$ cat config.mk
export PLATFORM = sky130hd
export DESIGN_NAME = cell_sequencer_flat
export DESIGN_NICKNAME = d
export VERILOG_FILES = /design/src/rtl/cell_sequencer_if.sv /design/src/rtl/cell_sequencer.sv /design/src/flat_wrapper.sv
export SDC_FILE = /design/constraint.sdc
export NUM_CORES = 1
export LEC_CHECK = 0
export CELL_PAD_IN_SITES_DETAIL_PLACEMENT = 0
export CELL_PAD_IN_SITES_GLOBAL_PLACEMENT = 1
export CORE_MARGIN = 10
export CORE_UTILIZATION = 49
export DETAILED_ROUTE_END_ITERATION = 16
export PLACE_DENSITY = 0.92
export SYNTH_ARGS = -nofsm -noshare
export SYNTH_HDL_FRONTEND = slang
export SYNTH_SLANG_ARGS = --single-unit
$ cat constraint.sdc
create_clock -name iClk27 -period 7.39 [get_ports iClk27]
set_input_delay 1.8475 -clock iClk27 [delete_from_list [all_inputs] [get_ports iClk27]]
set_output_delay 1.8475 -clock iClk27 [all_outputs]
set_load 0.02 [all_outputs]
$ cat src/rtl/cell_sequencer_if.sv
// Pixel-source and window-datapath signals of cell_sequencer.
// The slave modport is the sequencer; the master modport is the pixel source and datapath side.
interface cell_sequencer_if;
   logic       iPixValid;
   logic       iSof;
   logic [8:0] iRGB;
   logic       oEn;
   logic [8:0] oRGB;
   logic       oWinValid;
   logic [9:0] oCol;
   logic [9:0] oRow;
   logic       oBorder;
   logic       oEof;
   logic       oSyncErr;
   logic       oOverrun;

   modport master (
      output iPixValid, iSof, iRGB,
      input  oEn, oRGB, oWinValid, oCol, oRow, oBorder, oEof, oSyncErr, oOverrun
   );

   modport slave (
      input  iPixValid, iSof, iRGB,
      output oEn, oRGB, oWinValid, oCol, oRow, oBorder, oEof, oSyncErr, oOverrun
   );
endinterface

$ cat src/rtl/cell_sequencer.sv
// Sequencer for the 3x3 window datapath: forwards source pixels as enables, flushes black pixels
// at end of frame, and tracks the window-centre coordinate.
module cell_sequencer #(
   parameter int unsigned WIDTH  = 640,
   parameter int unsigned HEIGHT = 480,
   parameter int unsigned LAG    = WIDTH + 1
) (
   input  logic             iClk27,
   input  logic             iRst,
   cell_sequencer_if.slave  bus
);

   localparam logic [1:0]  IDLE  = 2'd0;
   localparam logic [1:0]  RUN   = 2'd1;
   localparam logic [1:0]  FLUSH = 2'd2;

   localparam logic [19:0] PIX_LAST   = 20'(WIDTH * HEIGHT - 1);
   localparam logic [19:0] LAG_N      = 20'(LAG);
   localparam logic [19:0] FLUSH_LAST = 20'(LAG - 1);
   localparam logic [9:0]  COL_LAST   = 10'(WIDTH - 1);
   localparam logic [9:0]  ROW_LAST   = 10'(HEIGHT - 1);

   logic [1:0]  state;
   logic [19:0] nIn;
   logic [19:0] nEn;
   logic [19:0] nFlush;
   logic        winNext;
   logic [9:0]  cCol;
   logic [9:0]  cRow;

   logic        en;
   logic [8:0]  rgb;
   logic        winValid;
   logic [9:0]  col;
   logic [9:0]  row;
   logic        border;
   logic        eof;
   logic        syncErr;
   logic        overrun;

   logic accept;
   logic sofStart;
   logic earlySof;
   logic issue;

   assign sofStart = bus.iPixValid & bus.iSof & (state != FLUSH);
   assign earlySof = bus.iPixValid & bus.iSof & (state == RUN);
   assign accept   = bus.iPixValid & ((state == RUN) | ((state == IDLE) & bus.iSof));
   assign issue    = accept | (state == FLUSH);

   always_ff @(posedge iClk27 or posedge iRst) begin
      if (iRst) begin
         state    <= IDLE;
         nIn      <= '0;
         nEn      <= '0;
         nFlush   <= '0;
         winNext  <= 1'b0;
         cCol     <= '0;
         cRow     <= '0;
         en       <= 1'b0;
         rgb      <= '0;
         winValid <= 1'b0;
         col      <= '0;
         row      <= '0;
         border   <= 1'b0;
         eof      <= 1'b0;
         syncErr  <= 1'b0;
         overrun  <= 1'b0;
      end else begin
         en      <= issue;
         rgb     <= accept ? bus.iRGB : '0;
         syncErr <= earlySof;
         overrun <= (state == FLUSH) & bus.iPixValid;

         // An early SOF kills the window still in flight from the aborted frame.
         winValid <= winNext & ~earlySof;
         eof      <= winNext & ~earlySof & (cCol == COL_LAST) & (cRow == ROW_LAST);
         if (winNext) begin
            col    <= cCol;
            row    <= cRow;
            border <= (cCol == '0) | (cCol == COL_LAST) | (cRow == '0) | (cRow == ROW_LAST);
            if (cCol == COL_LAST) begin
               cCol <= '0;
               cRow <= (cRow == ROW_LAST) ? '0 : cRow + 10'd1;
            end else begin
               cCol <= cCol + 10'd1;
            end
         end

         winNext <= issue & (nEn >= LAG_N) & ~sofStart;
         if (issue) nEn <= nEn + 20'd1;

         // Restart overrides the advance above; a pending final window still reads the old centre.
         if (sofStart) begin
            nEn  <= 20'd1;
            cCol <= '0;
            cRow <= '0;
         end

         case (state)
            IDLE: begin
               if (sofStart) begin
                  state <= RUN;
                  nIn   <= 20'd1;
               end
            end
            RUN: begin
               if (bus.iPixValid) begin
                  if (bus.iSof) begin
                     nIn <= 20'd1;
                  end else if (nIn == PIX_LAST) begin
                     state  <= FLUSH;
                     nFlush <= '0;
                  end else begin
                     nIn <= nIn + 20'd1;
                  end
               end
            end
            FLUSH: begin
               if (nFlush == FLUSH_LAST) state <= IDLE;
               else nFlush <= nFlush + 20'd1;
            end
            default: state <= IDLE;
         endcase
      end
   end

   assign bus.oEn       = en;
   assign bus.oRGB      = rgb;
   assign bus.oWinValid = winValid;
   assign bus.oCol      = col;
   assign bus.oRow      = row;
   assign bus.oBorder   = border;
   assign bus.oEof      = eof;
   assign bus.oSyncErr  = syncErr;
   assign bus.oOverrun  = overrun;

endmodule

$ cat src/flat_wrapper.sv
// flat-port wrapper written by rule: the top's interface ports become plain ports
module cell_sequencer_flat 
#(
   parameter int unsigned WIDTH  = 640,
   parameter int unsigned HEIGHT = 480,
   parameter int unsigned LAG    = WIDTH + 1
)
  (iClk27, iRst, bus_iPixValid, bus_iSof, bus_iRGB, bus_oEn, bus_oRGB, bus_oWinValid, bus_oCol, bus_oRow, bus_oBorder, bus_oEof, bus_oSyncErr, bus_oOverrun);
  cell_sequencer_if bus_i ();
  input  logic iClk27;
  input  logic iRst;
  input wire logic [$bits(bus_i.iPixValid)-1:0] bus_iPixValid;
  input wire logic [$bits(bus_i.iSof)-1:0] bus_iSof;
  input wire logic [$bits(bus_i.iRGB)-1:0] bus_iRGB;
  output wire logic [$bits(bus_i.oEn)-1:0] bus_oEn;
  output wire logic [$bits(bus_i.oRGB)-1:0] bus_oRGB;
  output wire logic [$bits(bus_i.oWinValid)-1:0] bus_oWinValid;
  output wire logic [$bits(bus_i.oCol)-1:0] bus_oCol;
  output wire logic [$bits(bus_i.oRow)-1:0] bus_oRow;
  output wire logic [$bits(bus_i.oBorder)-1:0] bus_oBorder;
  output wire logic [$bits(bus_i.oEof)-1:0] bus_oEof;
  output wire logic [$bits(bus_i.oSyncErr)-1:0] bus_oSyncErr;
  output wire logic [$bits(bus_i.oOverrun)-1:0] bus_oOverrun;
  assign bus_i.iPixValid = bus_iPixValid;
  assign bus_i.iSof = bus_iSof;
  assign bus_i.iRGB = bus_iRGB;
  assign bus_oEn = bus_i.oEn;
  assign bus_oRGB = bus_i.oRGB;
  assign bus_oWinValid = bus_i.oWinValid;
  assign bus_oCol = bus_i.oCol;
  assign bus_oRow = bus_i.oRow;
  assign bus_oBorder = bus_i.oBorder;
  assign bus_oEof = bus_i.oEof;
  assign bus_oSyncErr = bus_i.oSyncErr;
  assign bus_oOverrun = bus_i.oOverrun;
  cell_sequencer #(.WIDTH(WIDTH), .HEIGHT(HEIGHT), .LAG(LAG)) u_core (.iClk27(iClk27), .iRst(iRst), .bus(bus_i));
endmodule
==> results of run 1 <==
-- through the flow --
| stage | hold slack, ns | setup WS [ns] | cell area (sq um) | instances | util, % |
|---|---|---|---|---|---|
| 2_1_floorplan | 0.460 | 2.41 | 5930 | 588 | - |
| 3_3_place_gp | 0.490 | 3.12 | 6500 | 758 | 54.6 |
| 3_5_place_dp | 0.499 | 3.05 | 6500 | 758 | 54.6 |
| 4_1_cts | 0.511 | 3.49 | 7070 | 790 | 59.3 |
| 5_1_grt | 0.524 | 3.34 | 7070 | 790 | 59.3 |
| 6_report | 0.507 | 3.47 | 7070 | 790 | 59.3 |
-- cells by family after synthesis --
| family | share of synthesized area, % |
|---|---|
| compound gates | 11.1 |
| xor+xnor | 6.50 |
| fa+ha+maj | 2.11 |
| buf+inv | 3.37 |
| flops | 49.8 |
| mux | 4.30 |
| simple gates | 22.9 |
-- routing by layer --
metal	vias to the layer above	global-route usage (%)	routed length, um
met1	2248	18.9	5580
met3	17	5.15	655
li1	2230	-	-
met5	-	0	0
met2	97	26.5	6430
met4	0	6.61	211
-- worst max path at each step --
stage                  start            endpoint  slack (ns)  depth (start not counted)
6_report       bus_iPixValid   u_core.nFlush[12]        3.47                          6
5_1_grt        bus_iPixValid   u_core.nFlush[12]        3.34                          6
4_1_cts        bus_iPixValid   u_core.nFlush[12]        3.49                          6
3_5_place_dp   bus_iPixValid   u_core.nFlush[13]        3.05                          6
3_3_place_gp   bus_iPixValid    u_core.nFlush[2]        3.12                          6
2_1_floorplan           iRst  u_core.bus.oBorder        2.41                          1
-- synthesized netlist by cell type, types with 5 or more instances --
cell type / number / area share [%]
a211oi_1: 12 / 1.5
a211o_1: 8 / 1.2
and3_1: 29 / 3.1
and4_1: 12 / 1.8
nor3_1: 19 / 1.6
or4_1: 5 / 0.63
or3_1: 9 / 0.95
nor2_1: 60 / 3.8
nand4_1: 11 / 1.2
nor4b_1: 7 / 1.0
mux2_2: 20 / 3.8
nand2_1: 34 / 2.2
inv_1: 20 / 1.3
xor2_1: 18 / 2.7
ha_1: 10 / 2.1
nand3_1: 35 / 3.0
a21oi_1: 18 / 1.5
o21ai_0: 16 / 1.3
nor4_1: 8 / 0.84
xnor2_1: 26 / 3.8
dfrtp_1: 118 / 50
o211ai_1: 7 / 0.89
clkbuf_1: 23 / 1.5
-- sequential cells by signal (all words and copies together), names as in the netlist, 2 cells and up --
register         count
u_core.nEn          20
u_core.state         2
u_core.nIn          20
u_core.bus.oRGB      9
u_core.cRow         10
u_core.cCol         10
u_core.bus.oCol     10
u_core.bus.oRow     10
u_core.nFlush       20
-- final cells by class --
type | count | area [sq um] | area share, %
sequential | 118 | 2950 | 41.8
multi-input combinational | 421 | 2780 | 39.4
timing repair buffer | 52 | 508 | 7.19
clock buffer | 23 | 458 | 6.48
tap | 147 | 184 | 2.60
clock inverter | 9 | 103 | 1.45
inverter | 20 | 77.6 | 1.10
-- critical path: cells and delay by family --
| family | cells | cell delay (ns) |
|---|---|---|
| AND/OR/NAND/NOR | 3 | 1.07 |
| AO/OA/AOI/OAI | 2 | 0.75 |
| buffers and inverters | 1 | 0.55 |
-- power by group through the flow --
stage               Clock (mW)  Combinational (mW)  Sequential, mW
floorplan                    0              0.0619           0.696
global placement             0              0.0939           0.696
detailed placement           0              0.0959           0.697
CTS                      0.793              0.0970           0.687
global route             0.823               0.109           0.690
finish                   0.780              0.0952           0.688
-- placed cells by master (no fill, tap or decap), drive strengths merged, types with 4 or more instances in the layout --
cell type      instances
a21oi                 18
xnor2                 26
a211oi                12
clkinv                 4
mux2                  20
a211o                  8
clkdlybuf4s50         47
clkbuf                23
nand2                 34
nor2                  60
o21ai                 16
o31ai                  4
dfrtp                118
nand4                 12
a221o                  4
inv                   20
a311oi                 4
xor2                  18
nor4                   9
and3                  29
nor3                  19
or3                    9
o211ai                 7
or4                    5
and4                  12
nor4b                  7
nand3                 35
buf                    5
ha                    10
==> results.md, run 1 <==
* Status: finished, final reports clean
* Crit. End Element: flip-flop
* Hold crit path type: reg2reg
* Gpl congestion at 0.830
* IO Count at 48
* # setup viols final at 0
* Clk pwr share at 49.9%
* DP HPWL at 8.82 mm
* Async set-reset flop share out of synthesis at 100%
* DRC Markers at 0
* Comb power frac at 6.1%
* Type of the worst setup path: in2reg
* Clock Pin Slew Worst Setup and Hold Paths at 0.05 ns
* Pin count of the biggest net entering global routing at 70
* Pwr dens at 221 nW/um^2
* Syn. warnings at 0
* Worst Hold Depth at 1
* Fmax at 0.255 GHz
* Worst hold endpoint: u_core.bus.oCol[0]
* Max cap viols at 0
* Sw Pwr at 0.359 mW
* Post-synthesis cell type count at 58
* Max-slew violation count at 0
* Total negative slack at 0 ns
* Initial antenna violation count at 0
* CP peak stage delay at 0.60 ns
* CTS Sinks at 118
* Fill cell count at 1013
* Synth Flop Type: dfrtp_1
* Share of cells above drive strength 1 at 9.80%
* Post-Syn Area at 5930 sq um
* Final antenna-violating net count at 0
* Area delta synth->final at 19.1%
* Final min period at 3.92 ns
* Syn_nets at 611
* WL per Instance at 16.3 um
* Via-to-Cell Ratio at 5.81
* Maximum fanout along the worst path at 15
* CTS max path bufs at 2
* Die area at 16900 sq um
* Seq/Total Area, Yosys at 49.8%
* Resize count post-CTS at 0
* Worst R2R Setup Slack at 4.91 ns
* NumNets Final at 653
* Final hold violations at 0
* Final WL at 12.9 mm
* Hold_sp: u_core.bus.oCol[0]
* CP arrival at 4.22 ns
* Tcrit/Tclk final at 53.0%
* Cell count after synthesis at 588
* Initial Util at 49.8%
* Crit path cell chain: clkdlybuf4s50_1, o21a_1, nand2_1, or4b_4, and2_4, a221o_1
* CTS Buf Count at 17
* Pint at 1.20 mW
* Leakage at 3.18 nW
* CTS tree: done
* Slowest-stage cell, CP: or4b_4
* Headroom to the max-slew limit at 19.1%
* First-pass GRT wire length at 21.8 mm
* Die width at 130 um
* Startpoint Class: primary input
* Initial DRC count at 349
* Seq cells post-synth at 118
* CTS root buf: clkbuf_16
* Buffers on Ports at 47
* Worst r2r src: u_core.nIn[12]
* Worst Clk Skew at 0.00799 ns
* Switching power share of the total at 23.0%
* First drt pass iteration count at 4
* Antenna Cells at 0
* Die H at 130 um
* Overall power at 1.56 mW
* Worst slew pin tran at 1.21 ns
* Gr usage total at 16.1%
* Cts hold-fix bufs at 0
* Number of synthesized flops with an enable pin at 0
* R2R cell count at 5
* RSZ-0062 raised after global routing: no
* Congestion Overflow GR at 0
* Std cell rows at 40
* Core region area at 11900 sq um
* Critical path data required time at 7.69 ns
* Worst vdd ir at 0.128 mV
* Synthesized area per cell at 10.1 sq um
* CTS HTree Levels at 4
* Vias in the first global route at 4506
* Sequential Power Share at 44.0%
* Routed via count at 4592
* Worst-Skew Late Latency at 0.42 ns
* Reg2reg end: u_core.nFlush[12]
* Post-CTS Setup Bufs at 0
No activity file was read; power rests on OpenSTA's default activity.
==> inputs of run 2 (changes only) <==
--- a/config.mk
+++ b/config.mk
@@ -8,9 +8,9 @@
 export CELL_PAD_IN_SITES_DETAIL_PLACEMENT = 0
 export CELL_PAD_IN_SITES_GLOBAL_PLACEMENT = 1
 export CORE_MARGIN = 10
-export CORE_UTILIZATION = 49
+export CORE_UTILIZATION = 41
 export DETAILED_ROUTE_END_ITERATION = 16
-export PLACE_DENSITY = 0.92
+export PLACE_DENSITY = 0.83
 export SYNTH_ARGS = -nofsm -noshare
 export SYNTH_HDL_FRONTEND = slang
 export SYNTH_SLANG_ARGS = --single-unit
==> constraint.sdc (replaced) <==
create_clock -name iClk27 -period 3.5 [get_ports iClk27]
set_input_delay 0.875 -clock iClk27 [delete_from_list [all_inputs] [get_ports iClk27]]
set_output_delay 0.875 -clock iClk27 [all_outputs]
set_load 0.02 [all_outputs]
==> run 2 against run 1 <==
Effect of this change:
- sequential power rose by 110%
- register-to-register slack worse by 3.8 ns
- sequential share of layout area is 0.80 points lower
- combinational power increased by 120%
- clock-buffer cell count is 5 lower
- first-iteration DRC count grew 1.4%
- die area increased by 16%
- cell count increased by 4.9%
- non-clock buffer count is 6 higher
- final area grew 1.9%
- worst setup slack worse by 2.7 ns
- critical path type unchanged
- largest cell class unchanged
- largest power group unchanged
- highest routed layer unchanged
==> results.md, run 2 (synthesis results as in run 1) <==
* Die width at 140 um (was 130 um)
* CTS HTree Levels at 4 (unchanged)
* Max-slew violation count at 0 (unchanged)
* Gr usage total at 13.9% (was 16.1%)
* First-pass GRT wire length at 23.0 mm (was 21.8 mm)
* Slowest-stage cell, CP: or4b_4 (unchanged)
* Share of cells above drive strength 1 at 11.6% (was 9.80%)
* Worst r2r src: u_core.nIn[0] (was u_core.nIn[12])
* Initial DRC count at 354 (was 349)
* CTS root buf: clkbuf_16 (unchanged)
* Final Cell Area at 7200 sq um (was 7070 sq um)
* CTS Buf Count at 17 (unchanged)
* Final antenna-violating net count at 0 (unchanged)
* Crit path cell chain: clkdlybuf4s50_1, o21a_1, nand2_1, or4b_4, and2_4, a221o_1 (unchanged)
* Critical path data required time at 3.80 ns (was 7.69 ns)
* RSZ-0062 raised after global routing: no (unchanged)
* Status: finished, final reports clean (unchanged)
* Fmax at 0.371 GHz
* Hold crit path type: reg2reg (unchanged)
* Type of the worst setup path: in2reg (unchanged)
* # setup viols final at 0 (unchanged)
* CTS Sinks at 118 (unchanged)
* Commonest non-fill, non-tap cell in the layout: dfrtp_1 (unchanged)
* WL per Instance at 16.2 um (was 16.3 um)
* Core region area at 14000 sq um (was 11900 sq um)
* Maximum fanout along the worst path at 15 (unchanged)
* Post-CTS Setup Bufs at 0 (unchanged)
* Buffers on Ports at 47 (unchanged)
* Resize count post-CTS at 0 (unchanged)
* Vias in the first global route at 4611 (was 4506)
* Non-filler cells, final at 829 (was 790)
* Initial Util at 42.3% (was 49.8%)
* DP HPWL at 9.26 mm (was 8.82 mm)
* Initial antenna violation count at 0 (unchanged)
* Area delta synth->final at 21.4% (was 19.1%)
* Congestion Overflow GR at 0 (unchanged)
* Critical Path Start: bus_iPixValid (unchanged)
* CTS max path bufs at 2 (unchanged)
* Tcrit/Tclk final at 77.0%
* Antenna Cells at 0 (unchanged)
* Startpoint Class: primary input (unchanged)
* CP peak stage delay at 0.62 ns (was 0.60 ns)
* Crit. End Element: flip-flop (unchanged)
* Worst slew pin tran at 0.957 ns (was 1.21 ns)
* Commonest cells after routing, fill and taps aside: dfrtp_1 (118), nor2_1 (59), clkdlybuf4s50_1 (47) (unchanged)
* Top flop regs: u_core.nEn x20, u_core.nFlush x20, u_core.nIn x20 (unchanged)
* Pwr dens at 470 nW/um^2 (was 221 nW/um^2)
* Routed via count at 4679 (was 4592)
* Headroom to the max-slew limit at 36.0% (was 19.1%)
* Leakage at 3.22 nW (was 3.18 nW)
* IO Count at 48 (unchanged)
* Worst Slack Setup Final at 0.807 ns (was 3.47 ns)
* NumNets Final at 659 (was 653)
* Via-to-Cell Ratio at 5.64 (was 5.81)
* Die H at 140 um (was 130 um)
* Hold_sp: u_core.bus.oRow[1] (was u_core.bus.oCol[0])
* DRC Markers at 0 (unchanged)
* Gpl congestion at 0.851 (was 0.830)
* Worst-Skew Late Latency at 0.42 ns (about the same)
* Cts hold-fix bufs at 0 (unchanged)
* First drt pass iteration count at 5 (was 4)
* Die area at 19700 sq um (was 16900 sq um)
* Total negative slack at 0 ns (unchanged)
* Final hold violations at 0 (unchanged)
* CP arrival at 2.99 ns (was 4.22 ns)
* Cell count after placement at 797 (was 758)
* Pin count of the biggest net entering global routing at 61 (was 70)
* Clock Pin Slew Worst Setup and Hold Paths at 0.06 ns (was 0.05 ns)
* Worst Clk Skew at 0.00859 ns (was 0.00799 ns)
* Cell Area, Placed at 6610 sq um (was 6500 sq um)
* CTS tree: done (unchanged)
* Worst vdd ir at 0.345 mV (was 0.128 mV)
* DP Worst Slack at 0.393 ns (was 3.05 ns)
* Utilization after layout at 51.3% (was 59.3%)
* Max cap viols at 0 (unchanged)
* Final WL at 13.4 mm (was 12.9 mm)
* Std cell rows at 43 (was 40)
* Final min period at 2.69 ns
run 2: changes by cell type in the layout (fill, tap and decap cells not counted), sizes merged:
cell      previous run  this run
clkbuf              23        18
inv                 20        21
buf                  5        11
clkinvlp             3         5
clkinv               4         6
run 2: worst paths after layout:
| check | endpoint | slack (ns) | depth (start not counted) |
|---|---|---|---|
| setup / recovery | u_core.nFlush[2] | 0.81 | 6 |
| hold / removal | u_core.bus.oRow[1] | 0.51 | 1 |
| setup reg to reg | u_core.nFlush[2] | 1.07 | 6 |
| min in group asynchronous | u_core.nIn[10] | 0.82 | 2 |
| hold reg to reg | u_core.bus.oRow[1] | 0.51 | 1 |
| max in group asynchronous | u_core.nEn[13] | 2.04 | 3 |
run 2: per-stage QoR:
| stage | power, mW | hold slack [ns] |
|---|---|---|
| 6_report | 3.38 | 0.506 |
| 5_1_grt | 3.51 | 0.523 |
| 4_1_cts | 3.43 | 0.511 |
| 3_5_place_dp | 1.69 | 0.498 |
| 3_3_place_gp | 1.68 | 0.489 |
| 2_1_floorplan | 1.60 | 0.460 |
run 2: area by class of cell:
type	count	area, sq um
inverters	20	78.8
clock inverters	14	153
fillers	1264	6840
flip-flops and latches	118	2950
multi-input cells	421	2790
well taps	180	225
repair buffers	58	566
clock buffers	18	439
run 2: power by group:
group	leakage (nW)	internal [mW]	switching, mW	total, mW
logic	1.35	0.0874	0.125	0.212
registers	1.59	1.40	0.0477	1.45
clock network	0.279	1.07	0.651	1.72
run 2: critical path: cells and delay by family:
kind / cells / cell delay (ns)
buffers and inverters: 1 / 0.55
AOI/OAI and AO/OA: 2 / 0.54
and+or+nand+nor: 3 / 1.02
run 2: per-layer routing:
layer	global-route usage [%]	wire length [um]
met1	17.8	6120
met2	22.0	6540
met3	3.38	520
met4	5.49	228
met5	0	0
